$ cat config.mk
export PLATFORM = sky130hd
export DESIGN_NAME = pad_input_conditioner
export DESIGN_NICKNAME = d
export VERILOG_FILES = /design/src/rtl/pad_cond_pkg.sv /design/src/rtl/debounce_channel.sv /design/src/rtl/pad_input_conditioner.sv
export SDC_FILE = /design/constraint.sdc
export NUM_CORES = 1
export LEC_CHECK = 0
export CORE_AREA = 5 5 45 47
export DETAILED_ROUTE_END_ITERATION = 8
export DIE_AREA = 0 0 50 52
export PLACE_DENSITY_LB_ADDON = 0.2
export SLEW_MARGIN = 20
export SYNTH_ARGS = -nofsm -noshare
export SYNTH_HDL_FRONTEND = slang
export SYNTH_SLANG_ARGS = --single-unit
$ cat constraint.sdc
create_clock -name clk -period 1.76 [get_ports clk]
set_clock_uncertainty 0.15 [all_clocks]
set_input_delay 0.352 -clock clk [delete_from_list [all_inputs] [get_ports clk]]
set_output_delay 0.352 -clock clk [all_outputs]
set_load 0.02 [all_outputs]
$ cat src/rtl/pad_cond_pkg.sv
// Shared types, defaults and helpers for the pad input conditioner.
// The per-channel debounce FSM has only two states, so it is a one-bit enum.
package pad_cond_pkg;

  typedef enum logic {
    DBNC_STABLE  = 1'b0,
    DBNC_PENDING = 1'b1
  } dbnc_state_e;

  localparam int DEF_NUM_CH          = 2;
  localparam int DEF_SYNC_STAGES     = 2;
  localparam int DEF_DEBOUNCE_CYCLES = 4;

  // Counter width able to hold values 0..n.
  function automatic int cnt_width(input int n);
    return $clog2(n + 1);
  endfunction

endpackage

$ cat src/rtl/debounce_channel.sv
// One conditioned input channel: synchroniser chain, debounce FSM/counter,
// and registered level plus rise/fall strobes.
module debounce_channel
  import pad_cond_pkg::*;
#(
  parameter int SYNC_STAGES     = DEF_SYNC_STAGES,
  parameter int DEBOUNCE_CYCLES = DEF_DEBOUNCE_CYCLES
) (
  input  logic clk,
  input  logic rst_n,
  input  logic pad,
  input  logic sample_en,
  output logic level,
  output logic rise,
  output logic fall,
  output logic stable
);

  localparam int CNT_W = cnt_width(DEBOUNCE_CYCLES);
  localparam logic [CNT_W-1:0] CNT_LAST = CNT_W'(DEBOUNCE_CYCLES - 1);

  logic [SYNC_STAGES-1:0] sync_r;
  logic                   sync_s;
  dbnc_state_e            state_r, state_s;
  logic [CNT_W-1:0]       cnt_r, cnt_s;
  logic                   level_r, level_s;
  logic                   rise_r, rise_s;
  logic                   fall_r, fall_s;
  logic                   mismatch_s;
  logic                   at_limit_s;

  assign sync_s     = sync_r[SYNC_STAGES-1];
  assign mismatch_s = (sync_s != level_r);
  assign at_limit_s = (cnt_r == CNT_LAST);

  // Plain flop chain; stage 0 is the only flop that sees the asynchronous pad.
  always_ff @(posedge clk or negedge rst_n) begin
    if (!rst_n) begin
      sync_r <= '0;
    end else begin
      sync_r <= {sync_r[SYNC_STAGES-2:0], pad};
    end
  end

  // Debounce next-state: a sampled mismatch counts even from STABLE, so the
  // acceptance lands exactly DEBOUNCE_CYCLES samples after sync changes.
  always_comb begin
    state_s = state_r;
    cnt_s   = cnt_r;
    level_s = level_r;
    rise_s  = 1'b0;
    fall_s  = 1'b0;
    case (state_r)
      DBNC_STABLE: begin
        if (mismatch_s) begin
          if (sample_en) begin
            if (at_limit_s) begin
              level_s = ~level_r;
              cnt_s   = '0;
              state_s = DBNC_STABLE;
              rise_s  = ~level_r;
              fall_s  = level_r;
            end else begin
              cnt_s   = cnt_r + CNT_W'(1);
              state_s = DBNC_PENDING;
            end
          end else begin
            state_s = DBNC_PENDING;
          end
        end else begin
          cnt_s = '0;
        end
      end
      DBNC_PENDING: begin
        if (!mismatch_s) begin
          cnt_s   = '0;
          state_s = DBNC_STABLE;
        end else if (sample_en) begin
          if (at_limit_s) begin
            level_s = ~level_r;
            cnt_s   = '0;
            state_s = DBNC_STABLE;
            rise_s  = ~level_r;
            fall_s  = level_r;
          end else begin
            cnt_s = cnt_r + CNT_W'(1);
          end
        end else begin
          cnt_s = cnt_r;
        end
      end
      default: begin
        state_s = DBNC_STABLE;
        cnt_s   = '0;
      end
    endcase
  end

  // State, counter, level and strobe registers.
  always_ff @(posedge clk or negedge rst_n) begin
    if (!rst_n) begin
      state_r <= DBNC_STABLE;
      cnt_r   <= '0;
      level_r <= 1'b0;
      rise_r  <= 1'b0;
      fall_r  <= 1'b0;
    end else begin
      state_r <= state_s;
      cnt_r   <= cnt_s;
      level_r <= level_s;
      rise_r  <= rise_s;
      fall_r  <= fall_s;
    end
  end

  assign level  = level_r;
  assign rise   = rise_r;
  assign fall   = fall_r;
  assign stable = (state_r == DBNC_STABLE);

endmodule

$ cat src/rtl/pad_input_conditioner.sv
// Array of independent debounce channels between the pad buffers and the LUT
// stage, plus an all-channels-settled flag taken straight from state flops.
module pad_input_conditioner
  import pad_cond_pkg::*;
#(
  parameter int NUM_CH          = DEF_NUM_CH,
  parameter int SYNC_STAGES     = DEF_SYNC_STAGES,
  parameter int DEBOUNCE_CYCLES = DEF_DEBOUNCE_CYCLES
) (
  input  logic              clk,
  input  logic              rst_n,
  input  logic [NUM_CH-1:0] pad_in,
  input  logic              sample_en,
  output logic [NUM_CH-1:0] level_out,
  output logic [NUM_CH-1:0] rise_pulse,
  output logic [NUM_CH-1:0] fall_pulse,
  output logic              settled
);

  if (NUM_CH < 1 || SYNC_STAGES < 2 || DEBOUNCE_CYCLES < 1) begin : g_param_err
    $error("pad_input_conditioner: illegal parameters NUM_CH=%0d SYNC_STAGES=%0d DEBOUNCE_CYCLES=%0d",
           NUM_CH, SYNC_STAGES, DEBOUNCE_CYCLES);
  end

  logic [NUM_CH-1:0] stable_s;

  for (genvar g = 0; g < NUM_CH; g++) begin : g_ch
    debounce_channel #(
      .SYNC_STAGES    (SYNC_STAGES),
      .DEBOUNCE_CYCLES(DEBOUNCE_CYCLES)
    ) u_ch (
      .clk      (clk),
      .rst_n    (rst_n),
      .pad      (pad_in[g]),
      .sample_en(sample_en),
      .level    (level_out[g]),
      .rise     (rise_pulse[g]),
      .fall     (fall_pulse[g]),
      .stable   (stable_s[g])
    );
  end

  assign settled = &stable_s;

endmodule

==> results.yml, run 1 <==
status:
  status: "complete, no violations"
route:
  detail_route.wl_per_cell_um: 12.4
  postRouteAntennaNets: 0
  dr.pass1.iters: 3
  viasPerCell: 4.82
  vias: 400
  drtIter0Drc: 6
  routed_wl_um: 1030
  drc_errors: 0
finish:
  fin_nets: 74
  seq_area_um2: 450
  drive_gt1_share_pct: 18.2
  diodes: 0
  syn2layout_area_growth_pct: 19.0
  mostFrequentLayoutCell: "dfrtp_1"
  final_cell_mix: "dfrtp_1, clkdlybuf4s50_1"
  final_util_pct: 54.5
  multiInputGateArea_um2: 225
  fill_cells: 133
grt:
  grt_pass1_wl_um: 1830
  grt_pass1_vias: 409
  gr-total-overflow: 0
  antenna_found_initial: 0
  grt_max_degree: 19
  grt_usage_pct: 9.36
die:
  dieArea_um2: 2600
  coreArea_um2: 1610
  io_pins: 12
  die_w_um: 50
  die_y_um: 52
  num_rows: 15
  start_util_pct: 45.8
setup_path:
  path_buf_inv: 1
  crit_fanout: 1
  startpoint_type: "flop"
  cp_slowest_cell: "clkdlybuf4s50_1"
  critical_path_arrival_ns: 1.21
  critical_path_class: "reg -> out"
  critical-path-top-delay-family: "buffers and inverters"
  worstPathRequired_ns: 1.26
  critPathCaptureType: "output port"
  max_stage_delay_ns: 0.59
  crit_chain: "clkdlybuf4s50_1"
clocking:
  postCtsHoldBufs: 0
  cts_sinks: 18
  post_cts_buffers: 0
  cts_buffer_depth: 2
  cts_max_level: 1
  path_clk_slew_ns: 0.10
  cts_tree: "yes"
  cts_root_buf: "clkbuf_4"
  cts_buffers: 3
  worst_skew_pair.late_latency_ns: 0.29
logic_synthesis:
  yosys_warnings: 0
  avgSynthCellArea_um2: 13.7
  synthesis.area_um2: 739
  synthesis.instances: 54
  yosysSeqAreaShare_pct: 60.9
  ys_types: 14
  ys_ff_latch: 18
  synth_nets: 61
timing:
  rsz0062_at_grt: "false"
  worstMarginPinSlew_ns: 0.350
  period_minus_slack_ns: 1.71
  setup_violations: 0
  drv_slew: 0
  finalCritPeriodShare_pct: 97.2
  finalHoldViolCount: 0
  max_freq_mhz: 585
  hold_slack_ns: 0.207
  tns_ns: 0
  slew_headroom_pct: 76.5
  setup_slack_ns: 0.0494
placement:
  pre_cts_slack_ns: 0.0422
  gp_congestion: 0.725
  dp_hpwl_um: 782
  portBuffers: 11
power:
  peakVddDrop_mv: 0.519
  power.density_nw_per_um2: 1240
  p_total_mw: 1.09
  p_leak_nw: 0.421
worst_hold_path:
  worstHoldPathType: "reg -> reg"
run:
  drv_cap: 0
==> final cells by class <==
cell class              count  area share, %
well taps                  17           2.42
inverters                   2          0.853
flip-flops and latches     18           51.2
repair buffers             15           15.8
clock buffers               4           4.13
multi-input cells          27           25.6
==> cell families after synthesis <==
| group | count (synthesis) | synth area share, % |
|---|---|---|
| AO/OA/AOI/OAI | 2 | 2.03 |
| XOR/XNOR | 4 | 4.74 |
| adder cells (fa/ha/maj) | 2 | 3.38 |
| buffers and inverters | 9 | 8.63 |
| flip-flops | 18 | 60.9 |
| multiplexers | 4 | 6.77 |
| AND/OR/NAND/NOR | 15 | 13.5 |
==> sequential cells by signal, indices dropped and copies added (netlist names) <==
signal / flops
g_ch.u_ch.level: 2
g_ch.u_ch.rise: 2
g_ch.u_ch.state_r: 2
g_ch.u_ch.sync_r: 4
g_ch.u_ch.fall: 2
g_ch.u_ch.cnt_r: 6
==> worst paths after layout <==
path	cells past startpoint	end	slack [ns]	start
min in group asynchronous	2	g_ch[1].u_ch.sync_r[1]	0.22	rst_n
max reg2reg	3	g_ch[0].u_ch.level	0.35	g_ch[0].u_ch.cnt_r[0]
max	1	fall_pulse[1]	0.05	g_ch[1].u_ch.fall
max in group asynchronous	2	g_ch[0].u_ch.cnt_r[0]	1.05	rst_n
min reg2reg	0	g_ch[0].u_ch.sync_r[1]	0.21	g_ch[0].u_ch.sync_r[0]
min	0	g_ch[0].u_ch.sync_r[1]	0.21	g_ch[0].u_ch.sync_r[0]
==> per-stage QoR <==
step | instances | instance area (µm²)
after floorplan | 54 | 739
after global placement | 79 | 845
after detailed placement | 79 | 845
after CTS | 83 | 877
after global routing | 83 | 880
final | 83 | 880
==> per-layer routing <==
metal  routed length [µm]  share of wire, %  track usage, %
met2                  454                44            15.7
met3                   77               7.5            2.87
met4                   17               1.7            3.93
met5                    0                 0               0
met1                  480                47            10.9
==> synth_stat cells (all sizes together) <==
cell type / instances / area, µm²
a211oi: 2 / 15.0
and3b: 2 / 25.0
buf: 7 / 56.3
dfrtp: 18 / 450
ha: 2 / 25.0
inv: 2 / 7.51
mux2: 2 / 30.0
mux2i: 2 / 20.0
nand3b: 2 / 15.0
nor2: 4 / 15.0
nor3: 3 / 15.0
nor3b: 4 / 30.0
xnor2: 4 / 35.0
==> where the power goes <==
| group | switching (mW) | leakage, nW | internal [mW] |
|---|---|---|---|
| sequential | 0.0612 | 0.233 | 0.497 |
| combinational | 0.137 | 0.167 | 0.148 |
| clock | 0.121 | 0.0210 | 0.126 |
==> timing repair <==
item	in CTS	in global routing
cloned	0	0
endpoints found under the setup margin	3	1
gates resized for setup	3	1
Power figures use the tool's default switching activity.
==> inputs of run 2 (changes only) <==
--- a/config.mk
+++ b/config.mk
@@ -8,6 +8,7 @@
 export CORE_AREA = 5 5 45 47
 export DETAILED_ROUTE_END_ITERATION = 8
 export DIE_AREA = 0 0 50 52
+export GPL_TIMING_DRIVEN = 0
 export PLACE_DENSITY_LB_ADDON = 0.2
 export SLEW_MARGIN = 20
 export SYNTH_ARGS = -nofsm -noshare
==> run 2 against run 1 <==
Setup slack better by 0.042 ns. Sequential share of layout area down 0.86 points. Hold slack worse by 0.060 ns. Global-route usage fell by 0.49 points. Clock power fell by 2%. Critical path depth is 1 higher. Highest routed layer unchanged. Critical endpoint is now level_out[0]. Total power is 3.3% higher. Largest cell class unchanged. Clock-buffer cell count did not move. Final cell count up 3.6%. Non-clock buffer count increased by 3. Register-to-register slack is essentially flat. Sequential power fell by 2%.
==> results.yml, run 2 (same netlist as run 1, synthesis figures left out) <==
timing:
  finalHoldViolCount: 0
  hold_slack_ns: 0.147
  slew_headroom_pct: 47.7
  finalCritPeriodShare_pct: 94.8
  worstMarginPinSlew_ns: 0.782
  rsz0062_at_grt: "false"
  tns_ns: 0
  period_minus_slack_ns: 1.67
  setup_violations: 0
  max_freq_mhz: 599
  drv_slew: 0
setup_path:
  startpoint_type: "flop"
  crit_chain: "buf_4 -> dlygate4sd2_1"
  critPathCaptureType: "output port"
  cp_slowest_cell: "dfrtp_1"
  max_stage_delay_ns: 0.44
  critical_path_class: "reg -> out"
  worstPathRequired_ns: 1.26
  ff2ff_setup_slack_ns: 0.35
  crit_fanout: 5
  critical_path_arrival_ns: 1.17
grt:
  grt_max_degree: 19
  grt_pass1_vias: 404
  gr-total-overflow: 0
  grt_pass1_wl_um: 1740
  grt_usage_pct: 8.87
  antenna_found_initial: 0
route:
  viasPerCell: 4.88
  drtIter0Drc: 1
  postRouteAntennaNets: 0
  dr.pass1.iters: 2
  drc_errors: 0
  detail_route.wl_per_cell_um: 12.1
  routed_wl_um: 1040
  vias: 420
placement:
  placed_area_um2: 861
  dp_hpwl_um: 778
  portBuffers: 10
  gp_congestion: 0.659
finish:
  drive_gt1_share_pct: 24.6
  final_cell_mix: "dfrtp_1, buf_4, dlygate4sd2_1"
  final_util_pct: 55.4
  fin_nets: 77
  syn2layout_area_growth_pct: 21.0
  top_register: "g_ch.u_ch.cnt_r"
  final_area_um2: 895
  largestRegisters: "g_ch.u_ch.cnt_r: 6 flops, g_ch.u_ch.sync_r: 4 flops"
  diodes: 0
  largest_register_ffs: 6
  fill_cells: 148
  mostFrequentLayoutCell: "dfrtp_1"
power:
  peakVddDrop_mv: 0.662
  p_sw_mw: 0.324
  power_frac_seq_pct: 48.6
  p_leak_nw: 0.439
  switching_share_pct: 28.8
  p_clk_share_pct: 21.6
  power.density_nw_per_um2: 1260
  p_comb_share_pct: 29.8
  p_int_mw: 0.802
clocking:
  cts_buffer_depth: 2
  cts_root_buf: "clkbuf_4"
  cts_sinks: 18
  cts_tree: "yes"
  cts_max_level: 1
  cts_buffers: 3
  worst_skew_pair.late_latency_ns: 0.28
  path_clk_slew_ns: 0.09
worst_hold_path:
  worstHoldPathType: "in -> reg"
die:
  die_w_um: 50
  die_y_um: 52
  coreArea_um2: 1610
  io_pins: 12
  start_util_pct: 45.8
  num_rows: 15
  dieArea_um2: 2600
run:
  drv_cap: 0
status:
  status: "complete, no violations"
run 2: cell types whose count changed in the layout (fill, tap and decap cells not counted):
cell,previous run,this run
dlymetal6s2s_1,1,0
buf_6,0,1
dlygate4sd2_1,3,6
buf_4,4,8
clkdlybuf4s50_1,7,3
run 2: stage by stage:
step,worst slack (ns),power [mW],cells
after floorplan,0.414,0.786,54
after global placement,0.156,0.882,81
after detailed placement,0.130,0.905,81
after CTS,0.0747,1.14,86
after global routing,0.0211,1.20,86
final,0.0912,1.13,86
run 2: final cells by class:
cell class	count	area, µm²	area share, %
flip-flops and latches	18	450	50.3
multi-input cells	27	225	25.2
repair buffers	11	97.6	10.9
plain buffers	7	56.3	6.29
clock buffers	4	36.3	4.06
well taps	17	21.3	2.38
inverters	2	7.51	0.839
run 2: repair_timing:
item / CTS / global route
setup endpoints to repair: 7 / 0
hold buffers: 0 / 0
buffers inserted: 1 / 0
resized for setup: 7 / 0
hold endpoints to repair: 0 / 0
run 2: worst paths after layout:
kind	from	end	depth (start not counted)
min in group asynchronous	rst_n	g_ch[1].u_ch.cnt_r[1]	1
max	g_ch[0].u_ch.level	level_out[0]	2
max in group asynchronous	rst_n	g_ch[0].u_ch.level	1
min	sample_en	g_ch[0].u_ch.cnt_r[2]	2
min reg2reg	g_ch[0].u_ch.sync_r[0]	g_ch[0].u_ch.sync_r[1]	0
max reg2reg	g_ch[1].u_ch.cnt_r[0]	g_ch[1].u_ch.level	3
run 2: power groups by stage:
stage	sequential (mW)	clock, mW	combinational, mW
after floorplan	0.551	0	0.235
after global placement	0.558	0	0.324
after detailed placement	0.566	0	0.339
after CTS	0.549	0.252	0.342
after global routing	0.559	0.273	0.372
final	0.548	0.243	0.336
run 2: critical path: cells and delay by family, from the launching register on:
kind,cells,cell delay [ns]
buffers and inverters,2,0.46
flip-flops,1,0.44
run 2: layer usage:
layer	up-vias	part of all wire, %	track usage, %
met5	-	0	0
met4	0	1.2	5.24
met3	2	6.2	2.58
met2	10	48	13.6
met1	200	45	10.9
li1	208	-	-
==> inputs of run 3 (changes only) <==
--- a/config.mk
+++ b/config.mk
@@ -10,7 +10,7 @@
 export DIE_AREA = 0 0 50 52
 export GPL_TIMING_DRIVEN = 0
 export PLACE_DENSITY_LB_ADDON = 0.2
-export SLEW_MARGIN = 20
+export SLEW_MARGIN = 15
 export SYNTH_ARGS = -nofsm -noshare
 export SYNTH_HDL_FRONTEND = slang
 export SYNTH_SLANG_ARGS = --single-unit
==> results of run 3 <==
Same layout as run 2: the final DEF is identical, and so are final timing and power.
